[config.mk]
export PLATFORM = sky130hd
export DESIGN_NAME = clk_div_ctrl
export DESIGN_NICKNAME = d
export VERILOG_FILES = /design/src/rtl/clk_div_pkg.sv /design/src/rtl/clk_div_core.sv /design/src/rtl/clk_div_ctrl.sv
export SDC_FILE = /design/constraint.sdc
export NUM_CORES = 1
export LEC_CHECK = 0
export ABC_AREA = 1
export ABC_CLOCK_PERIOD_IN_PS = 3600
export BUFFER_PORTS_ARGS = -buffer_cell sky130_fd_sc_hd__buf_4
export CORE_AREA = 2 2 62 64
export CTS_BUF_LIST = sky130_fd_sc_hd__clkbuf_8
export CTS_CLUSTER_SIZE = 8
export DETAILED_ROUTE_END_ITERATION = 8
export DIE_AREA = 0 0 64 66
export HOLD_SLACK_MARGIN = 0.06
export RECOVER_POWER = 25
export REMOVE_ABC_BUFFERS = 1
export SLEW_MARGIN = 25
export SYNTH_ARGS = -nofsm -noshare
export SYNTH_HDL_FRONTEND = slang
export SYNTH_SLANG_ARGS = --single-unit
[constraint.sdc]
create_clock -name clk -period 3.6 [get_ports clk]
set_input_delay 0.36 -clock clk [delete_from_list [all_inputs] [get_ports clk]]
set_output_delay 0.36 -clock clk [all_outputs]
set_load 0.01 [all_outputs]
[src/rtl/clk_div_pkg.sv]
// Shared types and helpers for the clk_div_ctrl clock-divider slice.
package clk_div_pkg;

  typedef enum logic [1:0] {
    IDLE,
    RUN,
    STOP
  } state_t;

  localparam int MIN_DIV = 2;

  function automatic logic isLegalDiv(input int div, input int maxDiv);
    return (div >= MIN_DIV) && (div <= maxDiv);
  endfunction

endpackage

[src/rtl/clk_div_core.sv]
// Period counter with registered div_clk/tick decode; outputs line up with the cnt value they describe.
module clk_div_core #(
  parameter int DIV_W = 5,
  parameter int CTR_W = 4
) (
  input  logic             clk,
  input  logic             rst_n,
  input  logic             i_run,
  input  logic [DIV_W-1:0] i_div,
  output logic             o_wrap,
  output logic             o_div_clk,
  output logic             o_tick
);

  logic             r_active;
  logic [CTR_W-1:0] r_cnt;
  logic             r_divClk;
  logic             r_tick;

  logic             w_wrap;
  logic [CTR_W-1:0] w_nextCnt;
  logic [DIV_W-1:0] w_half;

  assign w_wrap    = r_active && (DIV_W'(r_cnt) == (i_div - DIV_W'(1)));
  assign w_half    = i_div >> 1;
  // A fresh start, a wrap, or leaving the active states all land on cnt=0.
  assign w_nextCnt = (!i_run || !r_active || w_wrap) ? '0 : r_cnt + CTR_W'(1);

  // Decoding the next count keeps div_clk/tick aligned with cnt; at cnt=0 the
  // decode is low for every legal divisor, so a divisor swap at wrap is safe.
  always_ff @(posedge clk or negedge rst_n) begin
    if (!rst_n) begin
      r_active <= 1'b0;
      r_cnt    <= '0;
      r_divClk <= 1'b0;
      r_tick   <= 1'b0;
    end else begin
      r_active <= i_run;
      r_cnt    <= w_nextCnt;
      r_divClk <= i_run && (DIV_W'(w_nextCnt) >= w_half);
      r_tick   <= i_run && (w_nextCnt == '0);
    end
  end

  assign o_wrap    = w_wrap;
  assign o_div_clk = r_divClk;
  assign o_tick    = r_tick;

endmodule

[src/rtl/clk_div_ctrl.sv]
// Clock-divider controller: run/stop FSM, divisor handshake and pending divisor.
// Optional completed-period counter enabled by defining CLK_DIV_CTRL_PERIOD_CNT_EN.
module clk_div_ctrl
  import clk_div_pkg::*;
#(
  parameter int MAX_DIV = 16,
  parameter int DIV_W   = $clog2(MAX_DIV + 1),
  parameter int CTR_W   = $clog2(MAX_DIV)
) (
  input  logic             clk,
  input  logic             rst_n,
`ifdef CLK_DIV_CTRL_PERIOD_CNT_EN
  input  logic             period_clr,
  output logic [15:0]      period_cnt,
`endif
  input  logic             en,
  input  logic             cfg_valid,
  input  logic [DIV_W-1:0] cfg_div,
  output logic             cfg_ready,
  output logic             cfg_err,
  output logic             div_clk,
  output logic             tick,
  output logic             busy,
  output logic [DIV_W-1:0] cur_div
);

  state_t           r_state;
  logic [DIV_W-1:0] r_curDiv;
  logic [DIV_W-1:0] r_pendDiv;
  logic             r_pendValid;
  logic             r_cfgErr;
  logic             r_busy;

  state_t           w_nextState;
  logic [DIV_W-1:0] w_nextDiv;
  logic             w_xfer;
  logic             w_legal;
  logic             w_applyNow;
  logic             w_wrap;
  logic             w_run;

  always_comb begin
    w_xfer      = cfg_valid && !r_pendValid;
    w_legal     = isLegalDiv(int'(cfg_div), MAX_DIV);
    w_nextState = r_state;
    case (r_state)
      IDLE:    if (en) w_nextState = RUN;
      RUN:     if (!en) w_nextState = w_wrap ? IDLE : STOP;
      STOP:    if (w_wrap) w_nextState = en ? RUN : IDLE;
      default: w_nextState = IDLE;
    endcase
    w_run = (w_nextState != IDLE);

    // Divisors only change while idle or on the wrap edge, never mid-period.
    w_applyNow = w_xfer && w_legal && ((r_state == IDLE) || w_wrap);
    w_nextDiv  = r_curDiv;
    if (r_pendValid && w_wrap) begin
      w_nextDiv = r_pendDiv;
    end else if (w_applyNow) begin
      w_nextDiv = cfg_div;
    end
  end

  always_ff @(posedge clk or negedge rst_n) begin
    if (!rst_n) begin
      r_state     <= IDLE;
      r_curDiv    <= DIV_W'(MAX_DIV);
      r_pendDiv   <= '0;
      r_pendValid <= 1'b0;
      r_cfgErr    <= 1'b0;
      r_busy      <= 1'b0;
    end else begin
      r_state  <= w_nextState;
      r_curDiv <= w_nextDiv;
      r_cfgErr <= w_xfer && !w_legal;
      r_busy   <= w_run;
      if (r_pendValid) begin
        r_pendValid <= !w_wrap;
      end else if (w_xfer && w_legal && !w_applyNow) begin
        r_pendValid <= 1'b1;
        r_pendDiv   <= cfg_div;
      end
    end
  end

  clk_div_core #(
    .DIV_W(DIV_W),
    .CTR_W(CTR_W)
  ) u_core (
    .clk      (clk),
    .rst_n    (rst_n),
    .i_run    (w_run),
    .i_div    (r_curDiv),
    .o_wrap   (w_wrap),
    .o_div_clk(div_clk),
    .o_tick   (tick)
  );

`ifdef CLK_DIV_CTRL_PERIOD_CNT_EN
  logic [15:0] r_periodCnt;

  always_ff @(posedge clk or negedge rst_n) begin
    if (!rst_n) begin
      r_periodCnt <= '0;
    end else if (period_clr) begin
      r_periodCnt <= '0;
    end else if (w_wrap && (r_periodCnt != 16'hFFFF)) begin
      r_periodCnt <= r_periodCnt + 16'd1;
    end
  end

  assign period_cnt = r_periodCnt;
`endif

  assign cfg_ready = !r_pendValid;
  assign cfg_err   = r_cfgErr;
  assign busy      = r_busy;
  assign cur_div   = r_curDiv;

endmodule

Word-level counts from Yosys, hierarchy flattened --
Cells that the tools add are included.
Word-level totals: flip-flop bits (word level) 21, bits in latches 0, memory bits (writable) 0, ROM bits 0, input bits 9, output and inout bits 10, logic and storage cells 53, memories kept 0
Cells by class: add/subtract/negate cells 2, multipliers 0, divide/modulo/power cells 0, $lt $le $gt $ge 3, equal/unequal tests 3, shift operators 0, mux-type cells 11, bitwise gates (word level) 1, reductions and logical operators 24
Operator list (number):
- $logic_and A1 B1 Y1 | 10
- $mux W5 | 2
- $mux W2 | 4
- $logic_not A1 Y1 | 6
- $pmux W2 S3 | 1
- $eq A4 B5 Y1 | 1
- $ge A5 B2 Y1 const B | 1
- $le A5 B5 Y1 const B | 1
- $sub A5 B1 Y5 const B | 1
- $add A4 B1 Y4 const B | 1
- $ge A4 B4 Y1 | 1
- $logic_not A4 Y1 | 1
- $mux W4 | 1
- $reduce_bool A2 Y1 | 2
- $logic_or A1 B1 Y1 | 3
- $mux W1 | 3
- $eq A2 B1 Y1 const B | 1
- $eq A2 B2 Y1 const B | 1
- $logic_not A2 Y1 | 1
- $reduce_and A2 Y1 | 1
- $not A1 Y1 | 1

Longest topological paths before layout --
word-level depth 13, mapped depth 22, mapped depth without buffers 22

By module --
Synthesis repeated with hierarchy kept, for this count alone.
Unflattened totals: cell total of the unflattened synthesis 159, area total of the unflattened synthesis 1293.7 µm²
By module, submodules not included:
- clk_div_ctrl | times used 1, cells an instance 81, area an instance 709.4 µm², seq. area each 376.6 µm²
- clk_div_core | times used 1, cells an instance 78, area an instance 584.3 µm², seq. area each 175.2 µm²

Least setup slack after synthesis --
No wires, ideal clock.
path kind flip-flop to flip-flop, start point register r_curDiv[0], in the netlist cur_div[0], end point register u_core.r_divClk, in the netlist u_core.o_div_clk, setup time 122 ps, arrival 2336 ps, required time 3478 ps, slack 1142 ps, cell stages (with the launch flop) 22, buffers on the path 0, period minus slack after synthesis 2458 ps, cells stage by stage dfrtp_1 inv_1 ha_1 nand2_1 inv_1 nor2_1 nand2_1 nor2_2 nand3_1 nand2_1 nand2_2 nand2_2 nand2_1 nor2_2 inv_2 ha_1 inv_1 a21boi_0 o21ai_0 nand2_1 a21oi_1 a21oi_1
Between the ends: word-level cells in the longest chain between the ends 13, elaborated cells between the ends (all ways) 14, classes of those cells 1 x add/sub; 1 x order compare; 1 x eq/ne; 5 x mux; 6 x reduce/logical
RTL lines:
- start, declared | line clk_div_ctrl.sv:28 | logic [DIV_W-1:0] r_curDiv;
- start signal, assigned | line clk_div_ctrl.sv:67 | r_curDiv <= DIV_W'(MAX_DIV);
- start signal, assigned | line clk_div_ctrl.sv:74 | r_curDiv <= w_nextDiv;
- $sub A5 B1 Y5 * | line clk_div_core.sv:24 | assign w_wrap = r_active && (DIV_W'(r_cnt) == (i_div - DIV_W'(1)));
- $eq A4 B5 Y1 * | line clk_div_core.sv:24
- $logic_and A1 B1 Y1 * | line clk_div_core.sv:24
- $mux W2 (2 in a row) | line clk_div_ctrl.sv:48 | RUN: if (!en) w_nextState = w_wrap ? IDLE : STOP;
- $pmux W2 S3 * | line clk_div_ctrl.sv:46 | case (r_state)
- $reduce_bool A2 Y1 * | line clk_div_ctrl.sv:52 | w_run = (w_nextState != IDLE);
- named net u_core.i_run | line clk_div_core.sv:8 | input logic i_run,
- $logic_not A1 Y1 * | line clk_div_core.sv:27 | assign w_nextCnt = (!i_run || !r_active || w_wrap) ? '0 : r_cnt + CTR_W'(1);
- $logic_or A1 B1 Y1 * (2 in a row) | line clk_div_core.sv:27
- $mux W4 * | line clk_div_core.sv:27
- named net u_core.w_nextCnt[0] | line clk_div_core.sv:21 | logic [CTR_W-1:0] w_nextCnt;
- $ge A4 B4 Y1 * | line clk_div_core.sv:40 | r_divClk <= i_run && (DIV_W'(w_nextCnt) >= w_half);
- $logic_and A1 B1 Y1 * | line clk_div_core.sv:40
- end signal, assigned | line clk_div_core.sv:40
- end, declared | line clk_div_core.sv:17 | logic r_divClk;
Mark *: on every way through the listed nets, which the timed path passes. The rest lies on a longest branch. A chain may end at the register's enable or synchronous reset.

Final worst setup path --
Ends and elaborated chain as after synthesis.

==> flow_summary.yaml <==
floorplan:
  pin_count: 19
  start_util_pct: 34.18
  core_mm2: 0.003551
  die_h_um: 66
  design.die.area_mm2: 0.004224
  dieWidth_um: 64
  rows: 22
route:
  m1WireLength_um: 1185
  drc_errors: 0
  vias_per_cell: 4.292
  wl_per_cell_um: 10.33
  top_layer_used: "met4"
  drt-pass1-iter-count: 4
  ant_nets: 0
  drtIter0Drc: 67
  route.vias.total: 970
  wl_met2_um: 1018
  wl_met3_um: 70
  routed_wl_um: 2335
job:
  drv_cap: 0
sta:
  worstMarginPinSlew_ns: 1.154
  finalHoldViolCount: 0
  fin_crit_sh_pct: 75.62
  fin_skew_ns: 0.0009338
  slew_headroom_pct: 23.10
  fin_tns_setup_ns: 0
  min_period_ns: 2.722
  setup_viol: 0
  finalHoldWorstSlack_ns: 0.3554
  drv_slew: 0
  rsz0062_at_grt: "false"
  max_freq_mhz: 367.3
logic_synthesis:
  postSynthCellCount: 158
  synth_cell_types: 24
  syn_area_mm2: 0.001214
  ys_warn_count: 0
  ys_seq_area_share_pct: 43.40
  ys_ff_latch: 21
  avgSynthCellArea_um2: 7.681
clock_network:
  cts.sinks: 21
  postCtsResizedCells: 0
  cts_buffers: 3
  clkLatencyLatePin_ns: 0.26
  cts_buffer_depth: 2
  cts_tree: "yes"
  htree_num_levels: 1
  cts.clk_slew.worst_paths_ns: 0.07
  cts_root_buf: "clkbuf_8"
placed_design:
  port-buffer-count: 18
  gp_congestion: 0.8050
  dp.cells: 221
  place_area_mm2: 0.001381
  dp_hpwl_um: 1822
global_routing:
  grt_pass1_wl_um: 4029
  grt_pass1_vias: 908
  grt_usage_pct: 12.55
  grt_max_degree: 22
  antenna_found_initial: 0
  overflow: 0
worst_setup_path:
  reg2reg_from: "cur_div[0]"
  cp_common_cell: "nand2_1"
  crit_path_start: "cur_div[0]"
  cp-start-kind: "flop"
  crit_required_ns: 3.75
  max_stage_delay_ns: 0.43
  cp.arrival_ns: 2.87
  path_buf_inv: 4
  path_class: "flop to flop"
  crit_chain: "inv_1, ha_1, nand2_1, inv_1, nor2_1, nand2_1, nor2_2, nand3_1, nand2_1, nand2_2, nand2_2, nand2_1, nor2_2, inv_2, ha_1, inv_1, a21boi_0, o21ai_0, nand2_1, a21oi_1, a21oi_1"
  crit_path_top_delay_cell: "dfrtp_1"
  crit_path_end_kind: "flop"
  crit_fanout: 5
  cp_top_family: "simple AND/OR/NAND/NOR gates"
outcome:
  status: "complete, no violations"
power_and_ir_drop:
  p_total_uw: 638.3
  power.internal_uw: 424.2
  p_leak_uw: 0.0007864
  powerDensity_mw_per_mm2: 445.6
  p_sw_uw: 214.1
  combPwrFrac_pct: 29.9
  ir_drop_uv: 148.1
  clkPwrFrac_pct: 23.2
  sw_frac_of_total_pct: 33.55
  power_frac_seq_pct: 46.9
finish:
  stdcell_count: 226
  fin_area_mm2: 0.001433
  final_cell_mix: "nand2_1 (46), inv_1 (24), dfrtp_1 (20)"
  antenna_cells: 0
  syn2layout_area_growth_pct: 18.04
  nets: 194
  n_fill_cell: 379
  multi_input_area_um2: 558.0
  final_common_cell: "nand2_1"
  seqCellArea_um2: 526.8
  drive_gt1_share_pct: 21.35
hold_path:
  hp-class: "input pin to flop"
  hold_start: "cfg_valid"
==> layer usage <==
layer	vias to the layer above	GRT usage [%]
met2	19	19.40
li1	531	-
met1	415	16.51
met3	5	1.704
met4	0	7.880
met5	-	0
==> stage by stage <==
step                      util, %  worst slack [ns]
final                       40.35            0.8775
after global routing        40.35            0.5901
after CTS                   40.45            0.8699
after detailed placement    38.90            0.9247
after global placement      38.90            0.9062
after floorplan                 -             1.142
==> power by group through the flow <==
stage | Combinational (µW) | Sequential (µW) | Clock [µW]
global placement | 190 | 305 | 0
global route | 225 | 306 | 166
finish | 191 | 299 | 148
CTS | 194 | 299 | 159
floorplan | 134 | 300 | 0
detailed placement | 192 | 303 | 0
==> kinds of logic (layout without fill, tap and decap cells) <==
kind of cell | Yosys count | count (layout) | synth area share, %
adder cells (fa/ha/maj) | 6 | 6 | 6.185
flip-flops | 21 | 21 | 43.40
buffers and inverters | 30 | 50 | 10.62
AO/OA/AOI/OAI | 23 | 23 | 10.93
AND/OR/NAND/NOR | 76 | 76 | 27.42
XOR/XNOR | 2 | 2 | 1.444
==> tightest hold or removal path, cell delays in order <==
cell and delay [ns]:
buf_4 0.11, nand2_1 0.07, nor2_1 0.04
==> flip-flops by register name, summed over array words and instances (netlist names) <==
signal            flops
r_pendDiv             5
u_core.r_cnt          4
u_core.o_tick         1
r_state               2
cfg_err               1
r_pendValid           1
cur_div               5
u_core.r_active       1
u_core.o_div_clk      1
==> repair_timing <==
action,4_1_cts,5_1_grt
setup buffers,0,0
hold buffers,1,0
endpoints found under the hold margin,20,0
==> synthesized netlist by cell type <==
cell type  count  area, µm²
a21boi_0       1      7.510
a21oi_1        2      10.01
a2bb2oi_1      1      8.760
buf_2          1      5.000
buf_6          2      22.52
dfrtp_1       20      500.5
dfstp_2        1      26.28
ha_1           6      75.07
inv_1         23      86.33
inv_2          4      15.01
nand2_1       46      172.7
nand2_2        4      25.02
nand3_1       10      50.05
nand3_2        1      10.01
nor2_1         9      33.78
nor2_2         3      18.77
nor2_4         1      11.26
nor3_1         1      5.000
o21a_2         1      8.760
o21ai_0        8      40.04
o21ai_1        8      40.04
o21ai_2        2      17.52
or2_2          1      6.260
xor2_1         2      17.52
==> area by class of cell <==
cell class	count	area share, %
clock inverter	1	0.2620
inverter	27	7.074
tap	48	4.192
timing repair buffer	19	9.869
clock buffer	3	2.882
multi-input combinational	107	38.95
sequential	21	36.77
==> path summary, 6_finish.rpt <==
path                            cells after the start                to  slack, ns
max in group asynchronous                           2      r_pendDiv[1]       2.07
worst max register to register                     21  u_core.o_div_clk       0.88
min in group asynchronous                           2      r_pendDiv[2]       0.85
worst max-delay path                               21  u_core.o_div_clk       0.88
worst min-delay path                                3           cfg_err       0.36
worst min register to register                      2       r_pendValid       0.49
No activity file was read; power rests on OpenSTA's default activity.
